--- src/rtl/slot_param_sequencer_pkg.sv ---
// Shared types, address map and the built-in YM2413 voice ROM for slot_param_sequencer.
// Build option RHYTHM_EN adds the three rhythm patches (ROM entries 16-18).
package slot_param_sequencer_pkg;

  localparam int NSLOT = 18;
  localparam int NCH   = NSLOT / 2;
  localparam logic [3:0] SUS_RR = 4'd5;

`ifdef RHYTHM_EN
  localparam int NPATCH = 19;
  localparam logic [7:0] ADDR_RHYTHM = 8'h0E;
`else
  localparam int NPATCH = 16;
`endif
  localparam int PATCH_W = $clog2(NPATCH);

  localparam logic [7:0] ADDR_USER_HI = 8'h07;
  localparam logic [7:0] ADDR_FNUM_LO = 8'h10;
  localparam logic [7:0] ADDR_FNUM_HI = 8'h18;
  localparam logic [7:0] ADDR_CTRL_LO = 8'h20;
  localparam logic [7:0] ADDR_CTRL_HI = 8'h28;
  localparam logic [7:0] ADDR_INST_LO = 8'h30;
  localparam logic [7:0] ADDR_INST_HI = 8'h38;

  typedef struct packed {
    logic       am;
    logic       pm;
    logic       eg;
    logic       ksr;
    logic [3:0] mult;
    logic [1:0] ksl;
    logic [5:0] tl;
    logic [3:0] ar;
    logic [3:0] dr;
    logic [3:0] sl;
    logic [3:0] rr;
  } PATCH_TYPE;

  // Register-order patch bytes; entry 0 stands in for the user patch and is never read.
  localparam logic [7:0] VOICE_ROM [NPATCH][8] = '{
    '{8'h00, 8'h00, 8'h00, 8'h00, 8'h00, 8'h00, 8'h00, 8'h00},
    '{8'h71, 8'h61, 8'h1E, 8'h17, 8'hD0, 8'h78, 8'h00, 8'h17},
    '{8'h13, 8'h41, 8'h1A, 8'h0D, 8'hD8, 8'hF7, 8'h23, 8'h13},
    '{8'h13, 8'h01, 8'h99, 8'h00, 8'hF2, 8'hC4, 8'h21, 8'h23},
    '{8'h11, 8'h61, 8'h0E, 8'h07, 8'h8D, 8'h64, 8'h70, 8'h27},
    '{8'h32, 8'h21, 8'h1E, 8'h06, 8'hE1, 8'h76, 8'h01, 8'h28},
    '{8'h31, 8'h22, 8'h16, 8'h05, 8'hE0, 8'h71, 8'h00, 8'h18},
    '{8'h21, 8'h61, 8'h1D, 8'h07, 8'h82, 8'h81, 8'h11, 8'h07},
    '{8'h33, 8'h21, 8'h2D, 8'h13, 8'hB0, 8'h70, 8'h00, 8'h07},
    '{8'h61, 8'h61, 8'h1B, 8'h06, 8'h64, 8'h65, 8'h10, 8'h17},
    '{8'h41, 8'h61, 8'h0B, 8'h18, 8'h85, 8'hF0, 8'h81, 8'h07},
    '{8'h33, 8'h01, 8'h83, 8'h11, 8'hEA, 8'hEF, 8'h10, 8'h04},
    '{8'h17, 8'hC1, 8'h24, 8'h07, 8'hF8, 8'hF8, 8'h22, 8'h12},
    '{8'h61, 8'h50, 8'h0C, 8'h05, 8'hD2, 8'hF5, 8'h40, 8'h16},
    '{8'h01, 8'h01, 8'h55, 8'h03, 8'hE9, 8'h90, 8'h03, 8'h02},
    '{8'h41, 8'h41, 8'h89, 8'h03, 8'hF1, 8'hE4, 8'hC0, 8'h13}
`ifdef RHYTHM_EN
   ,'{8'h01, 8'h01, 8'h18, 8'h0F, 8'hDF, 8'hF8, 8'h6A, 8'h6D},
    '{8'h01, 8'h01, 8'h00, 8'h00, 8'hC8, 8'hD8, 8'hA7, 8'h68},
    '{8'h05, 8'h01, 8'h00, 8'h00, 8'hF8, 8'hAA, 8'h59, 8'h55}
`endif
  };

endpackage

--- src/rtl/slot_param_sequencer_patch_decode.sv ---
// Splits the eight raw patch bytes into the operator fields for a modulator or carrier slot.
module slot_param_sequencer_patch_decode
  import slot_param_sequencer_pkg::*;
(
  input  logic [7:0][7:0] i_bytes,
  input  logic            i_carrier,
  output PATCH_TYPE       o_fields
);

  logic [7:0] w_ctl;
  logic [7:0] w_env;
  logic [7:0] w_lvl;
  logic       w_unused;

  // Bytes come in mod/car pairs; only TL is modulator-only and KSL lives in two places.
  always_comb begin
    w_ctl = i_carrier ? i_bytes[1] : i_bytes[0];
    w_env = i_carrier ? i_bytes[5] : i_bytes[4];
    w_lvl = i_carrier ? i_bytes[7] : i_bytes[6];
    o_fields.am   = w_ctl[7];
    o_fields.pm   = w_ctl[6];
    o_fields.eg   = w_ctl[5];
    o_fields.ksr  = w_ctl[4];
    o_fields.mult = w_ctl[3:0];
    o_fields.ksl  = i_carrier ? i_bytes[3][7:6] : i_bytes[2][7:6];
    o_fields.tl   = i_bytes[2][5:0];
    o_fields.ar   = w_env[7:4];
    o_fields.dr   = w_env[3:0];
    o_fields.sl   = w_lvl[7:4];
    o_fields.rr   = w_lvl[3:0];
  end

  assign w_unused = ^i_bytes[3][5:0];

endmodule

--- src/rtl/slot_param_sequencer.sv ---
// YM2413-style register file and slot sequencer feeding per-slot EG parameters.
// Build option RHYTHM_EN enables reg 0x0E and rhythm-mode patch/key/TL handling.
module slot_param_sequencer
  import slot_param_sequencer_pkg::*;
(
  input  logic       clk,
  input  logic       reset,
  input  logic       i_clkena,
  input  logic       i_cpu_wr,
  input  logic       i_cpu_a,
  input  logic [7:0] i_cpu_d,
  output logic [4:0] o_slot,
  output logic [1:0] o_stage,
  output logic       o_rhythm,
  output logic       o_am,
  output logic [6:0] o_tl,
  output logic [3:0] o_ar,
  output logic [3:0] o_dr,
  output logic [3:0] o_sl,
  output logic [3:0] o_rr,
  output logic [3:0] o_rks,
  output logic       o_key
);

  logic [4:0] r_slot;
  logic [1:0] r_stage;
  logic [7:0] r_addr;
  logic [7:0] r_user  [8];
  logic [8:0] r_fnum  [NCH];
  logic [2:0] r_block [NCH];
  logic       r_key   [NCH];
  logic       r_sus   [NCH];
  logic [3:0] r_inst  [NCH];
  logic [3:0] r_vol   [NCH];
`ifdef RHYTHM_EN
  logic [5:0] r_rhythmReg;
`endif

  logic [3:0]         w_wrCh;
  logic               w_wrChValid;
  logic [3:0]         w_ch;
  logic               w_car;
  logic [PATCH_W-1:0] w_patchNum;
  logic [7:0][7:0]    w_raw;
  PATCH_TYPE          w_patch;
  logic               w_key;
  logic [6:0]         w_tl;
  logic [3:0]         w_rr;
  logic [3:0]         w_rks;
  logic               w_unused;

  assign o_slot      = r_slot;
  assign o_stage     = r_stage;
  assign w_wrCh      = r_addr[3:0];
  assign w_wrChValid = (r_addr[3:0] < 4'd9);
  assign w_ch        = r_slot[4:1];
  assign w_car       = r_slot[0];

`ifdef RHYTHM_EN
  assign o_rhythm = r_rhythmReg[5];
`else
  assign o_rhythm = 1'b0;
`endif

  // CPU port: address latch plus data writes into the mapped register pages.
  always_ff @(posedge clk or posedge reset) begin
    if (reset) begin
      r_addr <= '0;
      for (int i = 0; i < 8; i++) r_user[i] <= '0;
      for (int i = 0; i < NCH; i++) begin
        r_fnum[i]  <= '0;
        r_block[i] <= '0;
        r_key[i]   <= 1'b0;
        r_sus[i]   <= 1'b0;
        r_inst[i]  <= '0;
        r_vol[i]   <= '0;
      end
`ifdef RHYTHM_EN
      r_rhythmReg <= '0;
`endif
    end else if (i_cpu_wr) begin
      if (!i_cpu_a) begin
        r_addr <= i_cpu_d;
      end else begin
        if (r_addr <= ADDR_USER_HI) r_user[r_addr[2:0]] <= i_cpu_d;
`ifdef RHYTHM_EN
        if (r_addr == ADDR_RHYTHM) r_rhythmReg <= i_cpu_d[5:0];
`endif
        if (r_addr >= ADDR_FNUM_LO && r_addr <= ADDR_FNUM_HI) r_fnum[w_wrCh][7:0] <= i_cpu_d;
        if (r_addr >= ADDR_CTRL_LO && r_addr <= ADDR_CTRL_HI) begin
          r_sus[w_wrCh]     <= i_cpu_d[5];
          r_key[w_wrCh]     <= i_cpu_d[4];
          r_block[w_wrCh]   <= i_cpu_d[3:1];
          r_fnum[w_wrCh][8] <= i_cpu_d[0];
        end
        if (r_addr >= ADDR_INST_LO && r_addr <= ADDR_INST_HI && w_wrChValid) begin
          r_inst[w_wrCh] <= i_cpu_d[7:4];
          r_vol[w_wrCh]  <= i_cpu_d[3:0];
        end
      end
    end
  end

  // Rhythm channels 6..8 map onto ROM patches 16..18 regardless of their instrument.
  always_comb begin
    w_patchNum = PATCH_W'(r_inst[w_ch]);
`ifdef RHYTHM_EN
    if (r_rhythmReg[5] && w_ch >= 4'd6) w_patchNum = 5'(w_ch) + 5'd10;
`endif
    for (int b = 0; b < 8; b++)
      w_raw[b] = (w_patchNum == '0) ? r_user[b] : VOICE_ROM[w_patchNum][b];
  end

  slot_param_sequencer_patch_decode u_patch_decode (
    .i_bytes  (w_raw),
    .i_carrier(w_car),
    .o_fields (w_patch)
  );

  always_comb begin
    w_key = r_key[w_ch];
    w_tl  = w_car ? {r_vol[w_ch], 3'b000} : {w_patch.tl, 1'b0};
`ifdef RHYTHM_EN
    if (r_rhythmReg[5]) begin
      case (r_slot)
        5'd12, 5'd13: w_key = w_key | r_rhythmReg[4];
        5'd14: begin
          w_key = w_key | r_rhythmReg[0];
          w_tl  = {r_inst[7], 3'b000};
        end
        5'd15: w_key = w_key | r_rhythmReg[3];
        5'd16: begin
          w_key = w_key | r_rhythmReg[2];
          w_tl  = {r_inst[8], 3'b000};
        end
        5'd17: w_key = w_key | r_rhythmReg[1];
        default: ;
      endcase
    end
`endif
    // EG=1 holds at sustain while keyed; sus forces a slow release after key-off.
    if (w_key)             w_rr = w_patch.eg ? 4'd0 : w_patch.rr;
    else if (r_sus[w_ch])  w_rr = SUS_RR;
    else                   w_rr = w_patch.eg ? w_patch.rr : 4'd7;
    w_rks = w_patch.ksr ? {r_block[w_ch], r_fnum[w_ch][8]} : {2'b00, r_block[w_ch][2:1]};
  end

  always_comb begin
    w_unused = ^{w_patch.pm, w_patch.mult, w_patch.ksl};
    for (int i = 0; i < NCH; i++) w_unused = w_unused ^ (^r_fnum[i][7:0]);
  end

  // Parameters fetched at stage 3 of a slot are presented while the counter shows the next slot.
  always_ff @(posedge clk or posedge reset) begin
    if (reset) begin
      r_slot  <= '0;
      r_stage <= '0;
      o_am    <= 1'b0;
      o_tl    <= '0;
      o_ar    <= '0;
      o_dr    <= '0;
      o_sl    <= '0;
      o_rr    <= '0;
      o_rks   <= '0;
      o_key   <= 1'b0;
    end else if (i_clkena) begin
      r_stage <= r_stage + 2'd1;
      if (r_stage == 2'd3) begin
        r_slot <= (r_slot == 5'(NSLOT - 1)) ? 5'd0 : r_slot + 5'd1;
        o_am   <= w_patch.am;
        o_tl   <= w_tl;
        o_ar   <= w_patch.ar;
        o_dr   <= w_patch.dr;
        o_sl   <= w_patch.sl;
        o_rr   <= w_rr;
        o_rks  <= w_rks;
        o_key  <= w_key;
      end
    end
  end

endmodule

--- config.mk ---
export PLATFORM = sky130hd
export DESIGN_NAME = slot_param_sequencer
export DESIGN_NICKNAME = d
export VERILOG_FILES = /design/src/rtl/slot_param_sequencer_pkg.sv /design/src/rtl/slot_param_sequencer_patch_decode.sv /design/src/rtl/slot_param_sequencer.sv
export SDC_FILE = /design/constraint.sdc
export NUM_CORES = 1
export LEC_CHECK = 0
export ABC_AREA = 1
export CELL_PAD_IN_SITES_DETAIL_PLACEMENT = 1
export CELL_PAD_IN_SITES_GLOBAL_PLACEMENT = 1
export CORE_MARGIN = 2
export CORE_UTILIZATION = 46
export CTS_CLUSTER_DIAMETER = 200
export DETAILED_ROUTE_END_ITERATION = 12
export PLACE_DENSITY = 0.85
export SLEW_MARGIN = 20
export SYNTH_ARGS = -nofsm -noshare
export SYNTH_HDL_FRONTEND = slang
export SYNTH_HIERARCHICAL = 1
export SYNTH_SLANG_ARGS = --single-unit
--- constraint.sdc ---
create_clock -name clk -period 10.1 [get_ports clk]
set_input_delay 2.02 -clock clk [delete_from_list [all_inputs] [get_ports clk]]
set_output_delay 2.02 -clock clk [all_outputs]
set_load 0.05 [all_outputs]
# Word level (Yosys, flattened, before mapping)
# Memory sizes are Yosys's and may differ from the RTL's.
# Index checks and enable logic that the tools add are counted.
# op_classes
addsub	2
n_lt_le_gt_ge	14
eq_ne	2
muxes	61
n_bitwise	5
reduce_logical	13
# op_table
operator	count
two-way mux 81 bit	4
bitwise mux 81 bit	2
two-way mux 64 bit	2
two-way mux 8 bit	11
bitwise mux 36 bit	2
demux 9 bit (select 4 bit)	2
bitwise mux 64 bit	1
two-way mux 4 bit	10
binary-select mux 9 bit (select 4 bit)	1
binary-select mux 4 bit (select 4 bit)	2
bitwise mux 27 bit	1
two-way mux 9 bit	3
demux 8 bit (select 3 bit)	1
bitwise mux 9 bit	2
demux 4 bit (select 4 bit)	1
>= comparator 8 x 6 -> 1 bit (second input constant)	2
<= comparator 8 x 6 -> 1 bit (second input constant)	2
>= comparator 5 bit (second input constant)	3
NOT 4 -> 5 bit	3
binary-select mux 3 bit (select 4 bit)	1
demux 3 bit (select 4 bit)	1
two-way mux 3 bit	3
AND reduction 3 bit	3
binary-select mux 1 bit (select 4 bit)	2
21 further kinds	32
# totals
ff_bits	306
rom_bits	1024
input_bits	13
out_inout_bits	37
wordCells	171
memories	1
# mem_list
name	words	width	rd	rd_ports_with_merged_regs	wr	line	rtl
(no name shown)	16	64	1	0	0	slot_param_sequencer.sv:111	w_raw[b] = (w_patchNum == '0) ? r_user[b] : VOICE_ROM[w_patchNum][b];

# Logic depth before layout (Yosys ltp)
# Gate-level depths: netlist (run 1).
# depth
word_depth	13
ltp_mapped	25
ltp_nobuf	24

# Hierarchy
# The synthesis (run 1) kept the hierarchy.
# modules_own_cells
mod	instances	cells_each	area_each_um2	seq_area_each_um2
slot_param_sequencer	1	1472	11591.1	5830.6
slot_param_sequencer_patch_decode	1	90	417.9	0.0

# Worst setup path after synthesis (run 1)
# Ideal clock, no wire load.
# synth_path
path_kind	input -> register
from	input i_cpu_wr
to	register r_user[9] (netlist name)
setup_ns	0.133
arrival_ns	3.125
required_ns	9.967
setup_slack_ns	6.841
stages	6
n_path_buf	1
cell_sequence	nand2_1 -> nor4_4 -> nand4_1 -> buf_2 -> nand2_1 -> o21ai_0
# synth_via
elab_chain_len	1
# synth_lines
element	line	rtl
start: declaration	slot_param_sequencer.sv:9	input logic i_cpu_wr,
AND reduction 3 bit (no line)	n/a	
end signal: indexed assignment	slot_param_sequencer.sv:85	if (r_addr <= ADDR_USER_HI) r_user[r_addr[2:0]] <= i_cpu_d;
end: declaration	slot_param_sequencer.sv:28	logic [7:0] r_user [8];
# Every way passes these cells.
# A chain may end at the register's enable or synchronous reset.

# Worst setup path in the final report (run 1)
# layout_path
from	register r_slot[1] (netlist: o_slot[1])
to	output o_slot[1]
# layout_lines
element	line	rtl
start: declaration	slot_param_sequencer.sv:25	logic [4:0] r_slot;
start signal: assignment	slot_param_sequencer.sv:169	r_slot <= (r_slot == 5'(NSLOT - 1)) ? 5'd0 : r_slot + 5'd1;
end: declaration	slot_param_sequencer.sv:12	output logic [4:0] o_slot,
# No word-level cell between the ends.

==> impl_metrics.json, run 1 <==
{
  "cpMaxStageDelayCell": "clkdlybuf4s50_1",
  "area_growth_syn_to_layout_pct": 10.7,
  "vias_per_cell": 5.55,
  "comb_power_share_pct": 45.3,
  "post-place-ws_ns": 5.76,
  "relSlewSlack_pct": 29.6,
  "fillers": 2893,
  "grt_overflow": 0,
  "drive_gt1_share_pct": 5.86,
  "gp_congestion": 0.973,
  "cts_hold_buf": 0,
  "min_period_over_period_pct": 45.4,
  "slew_violations": 0,
  "post-route-min-period_ns": 4.58,
  "htreeDepth": 1,
  "tightest_slew_ns": 1.05,
  "clk_pin_slew_ns": 0.06,
  "switchingPower_mw": 1.67,
  "start_util_pct": 46.7,
  "dp_hpwl_mm": 22.0,
  "timing.fmax_mhz": 218,
  "drc": 0,
  "die_h_um": 158,
  "syn_area_mm2": 0.0110,
  "routed_wirelength_mm": 33.5,
  "power.density_mw_per_mm2": 305,
  "regArea_mm2": 0.00533,
  "layout.nets": 1427,
  "synth_cells": 1418,
  "hold_viol_final": 0,
  "status": "completed",
  "clock_path_buffers": 3,
  "dieArea_mm2": 0.0251,
  "wl_per_cell_um": 19.3,
  "rsz0062_at_grt": "no",
  "pwr-share-clk_pct": 23.4,
  "top_usage_layer": "met2",
  "grt_start_max_net_pins": 147,
  "insertion_delay_ns": 0.54,
  "io_pins": 50,
  "tns_ns": 0,
  "p_total_mw": 3.70,
  "fin_ws_ns": 5.52,
  "grt_usage_pct": 27.8,
  "cts_tree": "done",
  "start_kind": "flop",
  "cts_buffers": 24,
  "power.leakage_nw": 5.79,
  "peakVddDrop_uv": 204,
  "path_delay_family": "buffers and inverters",
  "coreArea_mm2": 0.0235,
  "postRouteAntennaNets": 0,
  "met3_usage_pct": 2.99,
  "max_stage_delay_ns": 0.91,
  "worstPathMaxFanout": 43,
  "clock_skew_ns": 0.0243,
  "pwr-share-seq_pct": 31.3,
  "internal-power_mw": 2.03,
  "cts-resized-gates": 0,
  "use_met2_pct": 45.3,
  "sw_frac_of_total_pct": 45.2,
  "cp_num_buf_inv": 2,
  "drtIter0Drc": 911,
  "die_w_um": 158,
  "grt_pass1_wl_mm": 54.6,
  "portBuffers": 47,
  "arrival_ns": 2.56,
  "timing.critical_path.cells": "buf_4, clkdlybuf4s50_1",
  "grt_util_met1_pct": 39.8,
  "diodes": 0,
  "root_buffer": "clkbuf_16",
  "antenna_found_initial": 0,
  "grt_pass1_vias": 9858,
  "setup_violations": 0,
  "critPathKind": "flop to output port",
  "post_cts_buffers": 0,
  "final_common_cell": "nand2_1",
  "end_kind": "output port",
  "drv_cap": 0,
  "drt_pass1_iterations": 5,
  "fp-row-count": 56,
  "hold_path.class": "flop to flop",
  "yosysWarnings": 6,
  "vias": 9634,
  "crit_required_ns": 8.08,
  "multiInputGateArea_mm2": 0.00474,
  "clock_sinks": 213,
  "mostFrequentLayoutCells": "502 x nand2_1, 233 x o21ai_0, 212 x dfrtp_1",
  "avgSynthCellArea_um2": 7.74,
  "postLayoutCoreUtil_pct": 51.7
}
## worst paths after layout
check                                start         end  slack [ns]  cells after the start
worst max-delay path             o_slot[1]   o_slot[1]        5.52                      2
worst min-delay path            r_fnum[62]  r_fnum[62]        0.48                      2
worst max register to register   o_slot[1]    o_rks[1]        5.88                     19
worst min register to register  r_fnum[62]  r_fnum[62]        0.48                      2
max in group asynchronous            reset   o_slot[1]        6.49                      4
min in group asynchronous            reset   o_slot[2]        1.87                      2
## metrics by stage
step           cell area [um2]  hold WS, ns  std cells
4_1_cts                  12100        0.484       1735
5_1_grt                  12100        0.504       1736
3_5_place_dp             11300        0.468       1692
2_1_floorplan            11000        0.448       1419
6_report                 12100        0.478       1736
3_3_place_gp             11300        0.461       1692
## power groups by stage
stage	Clock, mW	Combinational (mW)	Sequential, mW
global placement	0	1.61	1.16
CTS	0.880	1.66	1.15
detailed placement	0	1.65	1.17
global route	0.917	1.86	1.18
floorplan	0	1.14	1.31
finish	0.866	1.68	1.16
## worst reg2reg max path, stage by stage, from the launching register on
cell and delay [ns]:
dfrtp_2 0.54, inv_2 0.37, buf_4 0.43, nand2_1 0.11, nand3_1 0.08, nand3_1 0.09, nand3_1 0.18, nand2_2 0.16
inv_1 0.28, ha_1 0.32, nand3_4 0.19, nor2_4 0.55, nand2_1 0.11, nand3_1 0.12, nand2_2 0.05, nand2_1 0.07
inv_1 0.06, nor2_1 0.22, nand2_1 0.09, nand3_1 0.11
## metal layers
| metal | vias to the layer above | share of wire [%] |
|---|---|---|
| met3 | 50 | 5.0 |
| met1 | 4792 | 46 |
| li1 | 4510 | - |
| met4 | 0 | 2.1 |
| met2 | 282 | 47 |
| met5 | - | 0 |
## layout make-up
cell class,count,area share [%]
Sequential cell,213,43.9
Multi-Input combinational cell,1026,39.0
Clock buffer,36,5.81
Timing Repair Buffer,56,4.60
Tap cell,319,3.29
Inverter,79,2.63
Clock inverter,7,0.721
## state kept, by name, summed over array words and instances, names as in the netlist
signal / flops
r_key: 9
o_dr: 4
r_block: 27
o_key: 1
o_slot: 5
o_ar: 4
r_fnum: 9
r_addr: 8
o_sl: 4
o_rks: 4
r_vol: 36
r_inst: 36
r_user: 44
o_stage: 2
r_sus: 9
o_tl: 6
o_am: 1
o_rr: 4
No activity file was read; power rests on OpenSTA's default activity.
==> inputs of run 2 (changes only) <==
--- a/config.mk
+++ b/config.mk
@@ -9,10 +9,10 @@
 export CELL_PAD_IN_SITES_DETAIL_PLACEMENT = 1
 export CELL_PAD_IN_SITES_GLOBAL_PLACEMENT = 1
 export CORE_MARGIN = 2
-export CORE_UTILIZATION = 46
+export CORE_UTILIZATION = 42
 export CTS_CLUSTER_DIAMETER = 200
 export DETAILED_ROUTE_END_ITERATION = 12
-export PLACE_DENSITY = 0.85
+export PLACE_DENSITY = 0.81
 export SLEW_MARGIN = 20
 export SYNTH_ARGS = -nofsm -noshare
 export SYNTH_HDL_FRONTEND = slang
==> constraint.sdc (replaced) <==
create_clock -name clk -period 3.75 [get_ports clk]
set_input_delay 0.75 -clock clk [delete_from_list [all_inputs] [get_ports clk]]
set_output_delay 0.75 -clock clk [all_outputs]
set_load 0.05 [all_outputs]
==> impl_metrics.json, run 2 (synthesis gave the netlist of run 1 again) <==
{
  "status": "completed",
  "clock_skew_ns": 0.0108,
  "drv_cap": 0,
  "routed_wirelength_mm": 33.4,
  "post-place-ws_ns": 0.369,
  "antenna_found_initial": 0,
  "drtIter0Drc": 728,
  "setup_violations": 0,
  "placed_cells": 1724,
  "grt_usage_pct": 24.6,
  "min_period_over_period_pct": 91.5,
  "reg_top3": "r_user (44), r_inst (36), r_vol (36)",
  "io_pins": 50,
  "largest_reg_flops": 44,
  "path_delay_family": "simple AND/OR/NAND/NOR gates",
  "start_util_pct": 42.5,
  "power.density_mw_per_mm2": 813,
  "post_cts_buffers": 0,
  "relSlewSlack_pct": 28.0,
  "grt_overflow": 0,
  "power.leakage_nw": 5.85,
  "die_w_um": 166,
  "post-route-min-period_ns": 3.43,
  "postRouteAntennaNets": 0,
  "diodes": 0,
  "htreeDepth": 1,
  "root_buffer": "clkbuf_16",
  "final_cells": 1767,
  "final_common_cell": "nand2_1",
  "r2r-end": "o_rr[0]",
  "cts_hold_buf": 0,
  "min_from": "o_dr[3]",
  "worstPathMaxFanout": 19,
  "clock_path_buffers": 3,
  "cts-resized-gates": 0,
  "hold_viol_final": 0,
  "mostFrequentLayoutCells": "502 x nand2_1, 233 x o21ai_0, 212 x dfrtp_1",
  "cp_num_buf_inv": 3,
  "hold_path.class": "flop to flop",
  "timing.critical_path.cells": "inv_2, nand2_1, nand3_1, nand3_1, nand3_1, nand2_2, inv_1, ha_1, nand3_4, nor2_4, buf_4, nor2_1, a21oi_2, nand2_1, nand2_1, nor2_1, nand3_1, nand2_1, nand2_1, nand2_1, nand2_1",
  "fp-row-count": 59,
  "drive_gt1_share_pct": 6.84,
  "p_total_mw": 9.95,
  "cpMaxStageDelayCell": "dfrtp_2",
  "dpl-instance-area_mm2": 0.0115,
  "rr_worst_depth": 21,
  "gp_congestion": 0.997,
  "peakVddDrop_uv": 419,
  "timing.fmax_mhz": 291,
  "slew_violations": 0,
  "die_h_um": 166,
  "grt_pass1_wl_mm": 54.9,
  "layout.nets": 1443,
  "regMostFlops": "r_user",
  "holdPathStages": 2,
  "fin_ws_ns": 0.318,
  "rsz0062_at_grt": "yes",
  "insertion_delay_ns": 0.53,
  "r2r_setup_slack_ns": 0.32,
  "coreArea_mm2": 0.0258,
  "reg2reg_from": "o_slot[1]",
  "crit_required_ns": 4.22,
  "dp_hpwl_mm": 22.8,
  "holdWs_ns": 0.479,
  "area_growth_syn_to_layout_pct": 11.5,
  "grt_start_max_net_pins": 100,
  "end_kind": "flop",
  "arrival_ns": 3.90,
  "crit_top_cell": "nand2_1",
  "dieArea_mm2": 0.0274,
  "critPathKind": "flop to flop",
  "start_kind": "flop",
  "clock_sinks": 213,
  "cts_buffers": 25,
  "clk_pin_slew_ns": 0.06,
  "vias_per_cell": 5.40,
  "vias": 9548,
  "cts_tree": "done",
  "hold_path_end": "o_dr[3]",
  "portBuffers": 47,
  "drt_pass1_iterations": 5,
  "drc": 0,
  "tightest_slew_ns": 1.08,
  "wl_per_cell_um": 18.9,
  "stdcell_area_mm2": 0.0122,
  "grt_pass1_vias": 9801,
  "max_stage_delay_ns": 0.48
}
[run 2: worst min-delay path, delay by kind of cell, from the launching register on]
kind	cells	cell delay, ns
DFF	1	0.34
and+or+nand+nor	2	0.10
[run 2: worst max-delay path by stage]
| stage | from | to | slack, ns | cells after the start |
|---|---|---|---|---|
| floorplan | reset | o_am | 0.23 | 1 |
| global placement | o_slot[1] | o_rr[2] | 0.45 | 23 |
| detailed placement | o_slot[1] | o_rr[0] | 0.37 | 23 |
| CTS | o_slot[1] | o_rr[0] | 0.30 | 23 |
| global route | o_slot[1] | o_rr[0] | -0.02 | 23 |
| finish | o_slot[1] | o_rr[0] | 0.32 | 21 |
[run 2: routing by layer]
| metal | track usage, % | vias up | wire (um) |
|---|---|---|---|
| met5 | 0 | - | 0 |
| met4 | 5.67 | 0 | 743 |
| met3 | 3.51 | 44 | 1320 |
| met2 | 41.7 | 169 | 16200 |
| met1 | 33.6 | 4770 | 15200 |
| li1 | - | 4565 | - |
[run 2: stage by stage]
| step | TNS (ns) | utilization, % |
|---|---|---|
| finish | 0 | 47.3 |
| global route | -0.0229 | 47.3 |
| CTS | 0 | 47.3 |
| detailed placement | 0 | 44.4 |
| global placement | 0 | 44.4 |
| floorplan | 0 | - |
[run 2: where the power goes]
part	switching, mW	internal [mW]	leakage, nW
registers	0.324	2.77	2.87
clock network	0.951	1.28	0.373
logic	3.23	1.39	2.61
total	4.51	5.44	5.85
[run 2: layout make-up]
| class | instances | area (um2) |
|---|---|---|
| fill | 3191 | 13600 |
| sequential | 213 | 5330 |
| multi-input combinational | 1026 | 4740 |
| clock buffer | 34 | 689 |
| timing repair buffer | 71 | 683 |
| tap | 335 | 419 |
| inverter | 79 | 315 |
| clock inverter | 9 | 52.6 |
==> inputs of run 3 (changes only) <==
--- a/config.mk
+++ b/config.mk
@@ -9,10 +9,11 @@
 export CELL_PAD_IN_SITES_DETAIL_PLACEMENT = 1
 export CELL_PAD_IN_SITES_GLOBAL_PLACEMENT = 1
 export CORE_MARGIN = 2
-export CORE_UTILIZATION = 42
+export CORE_UTILIZATION = 50
 export CTS_CLUSTER_DIAMETER = 200
 export DETAILED_ROUTE_END_ITERATION = 12
-export PLACE_DENSITY = 0.81
+export HOLD_SLACK_MARGIN = 0.08
+export PLACE_DENSITY = 0.91
 export SLEW_MARGIN = 20
 export SYNTH_ARGS = -nofsm -noshare
 export SYNTH_HDL_FRONTEND = slang
==> constraint.sdc (replaced) <==
create_clock -name clk -period 4.2 [get_ports clk]
set_input_delay 0.84 -clock clk [delete_from_list [all_inputs] [get_ports clk]]
set_output_delay 0.84 -clock clk [all_outputs]
set_load 0.05 [all_outputs]
==> impl_metrics.json, run 3 (synthesis gave the netlist of run 1 again) <==
{
  "grt_start_max_net_pins": 76,
  "gp_congestion": 1.01,
  "hold_path.class": "flop to flop",
  "end_kind": "flop",
  "internal-power_mw": 4.90,
  "max_stage_delay_ns": 0.41,
  "start_util_pct": 50.6,
  "largest_reg_flops": 44,
  "area_growth_syn_to_layout_pct": 10.7,
  "comb_power_share_pct": 45.5,
  "drt_pass1_iterations": 5,
  "status": "completed",
  "vias": 9894,
  "coreArea_mm2": 0.0217,
  "fillers": 2650,
  "clk_pin_slew_ns": 0.06,
  "peakVddDrop_uv": 349,
  "crit_top_cell": "nand2_1",
  "regMostFlops": "r_user",
  "clock_path_buffers": 3,
  "insertion_delay_ns": 0.54,
  "grt_overflow": 0,
  "min_period_over_period_pct": 85.5,
  "cpMaxStageDelayCell": "dfrtp_2",
  "portBuffers": 47,
  "wl_per_cell_um": 20.1,
  "mostFrequentLayoutCells": "502 x nand2_1, 233 x o21ai_0, 212 x dfrtp_1",
  "antenna_found_initial": 0,
  "dp_hpwl_mm": 23.2,
  "dieArea_mm2": 0.0231,
  "critPathKind": "flop to flop",
  "htreeDepth": 1,
  "clock_skew_ns": 0.0183,
  "switchingPower_mw": 4.07,
  "power.density_mw_per_mm2": 739,
  "drv_cap": 0,
  "power.leakage_nw": 5.83,
  "final_cells": 1707,
  "pwr-share-clk_pct": 23.6,
  "vias_per_cell": 5.80,
  "post-route-min-period_ns": 3.59,
  "arrival_ns": 4.00,
  "pwr-share-seq_pct": 30.9,
  "clock_sinks": 213,
  "slew_violations": 0,
  "drtIter0Drc": 848,
  "timing.critical_path.cells": "inv_2, nand2_1, nand3_1, nand3_1, nand3_1, nand2_2, inv_1, ha_1, nand3_4, inv_6, nand2_8, nand2_1, nor2_1, nor2_1, nand2_2, nand2_1, inv_1, nor2_1, nand3_1, nand2_1, nand2_1, nand2_1, nand2_1",
  "start_kind": "flop",
  "routed_wirelength_mm": 34.3,
  "root_buffer": "clkbuf_16",
  "timing.fmax_mhz": 278,
  "relSlewSlack_pct": 29.8,
  "cts_hold_buf": 0,
  "grt_pass1_wl_mm": 56.5,
  "cts-resized-gates": 0,
  "grt_usage_pct": 30.3,
  "drc": 0,
  "tightest_slew_ns": 1.05,
  "post_cts_buffers": 0,
  "die_h_um": 152,
  "setup_violations": 0,
  "sw_frac_of_total_pct": 45.4,
  "die_w_um": 152,
  "cts_buffers": 25,
  "io_pins": 50,
  "reg_top3": "r_user (44), r_inst (36), r_vol (36)",
  "rsz0062_at_grt": "no",
  "grt_pass1_vias": 10100,
  "layout.nets": 1435,
  "final_common_cell": "nand2_1",
  "fp-row-count": 54,
  "hold_viol_final": 0,
  "cts_tree": "done",
  "diodes": 0,
  "placed_cells": 1661,
  "crit_required_ns": 4.60,
  "drive_gt1_share_pct": 6.73,
  "worstPathMaxFanout": 30,
  "tns_ns": 0,
  "postRouteAntennaNets": 0
}
[run 3: cell count changes in the layout (fill, tap and decap cells not counted)]
| cell | delta |
|---|---|
| buf_12 | -1 |
| clkbuf_1 | -3 |
| buf_4 | -5 |
| clkinvlp_4 | +2 |
| inv_6 | +1 |
| buf_6 | -2 |
| bufinv_16 | +1 |
| clkinv_2 | +1 |
| clkbuf_8 | +1 |
[run 3: worst paths after layout]
kind                           start         end  cells after the start  slack [ns]
setup / recovery           o_slot[1]     o_rr[2]                     23        0.61
min in group asynchronous      reset  r_fnum[17]                      2        0.83
setup reg to reg           o_slot[1]     o_rr[2]                     23        0.61
max in group asynchronous      reset  r_inst[30]                      3        2.38
hold / removal               o_sl[3]     o_sl[3]                      2        0.48
hold reg to reg              o_sl[3]     o_sl[3]                      2        0.48
[run 3: worst max-delay path: cells and delay by family (launching register included)]
kind,cells,cell delay (ns)
adders and majority gates,1,0.34
buffers and inverters,4,0.88
and+or+nand+nor,18,1.83
DFF,1,0.41
[run 3: metrics by stage]
step | utilization [%] | hold slack [ns] | worst slack [ns] | power, mW | area, um2
after global routing | 56.0 | 0.506 | 0.242 | 9.57 | 12100
after CTS | 56.0 | 0.482 | 0.623 | 8.96 | 12100
after global placement | 52.3 | 0.460 | 0.911 | 6.62 | 11300
after detailed placement | 52.3 | 0.466 | 0.748 | 6.77 | 11300
final | 56.0 | 0.478 | 0.608 | 8.98 | 12100
after floorplan | - | 0.448 | 0.590 | 5.88 | 11000
[run 3: layer usage]
| metal | wire length, um | GRT usage (%) | up-vias |
|---|---|---|---|
| li1 | - | - | 4548 |
| met1 | 15400 | 43.8 | 4961 |
| met2 | 15800 | 48.0 | 329 |
| met3 | 2200 | 4.93 | 56 |
| met4 | 801 | 7.57 | 0 |
| met5 | 0 | 0 | - |
[run 3: cell type report]
type	instances	area [um2]	area share [%]
flip-flops and latches	213	5330	43.9
clock buffers	32	692	5.70
multi-input cells	1026	4740	39.0
inverters	79	315	2.60
repair buffers	63	603	4.97
well taps	280	350	2.88
clock inverters	14	111	0.917
[run 3: power groups by stage]
stage	sequential, mW	clock (mW)	combinational (mW)
2_1_floorplan	3.14	0	2.73
3_3_place_gp	2.76	0	3.86
3_5_place_dp	2.79	0	3.98
4_1_cts	2.76	2.14	4.06
5_1_grt	2.82	2.23	4.53
6_report	2.77	2.12	4.08
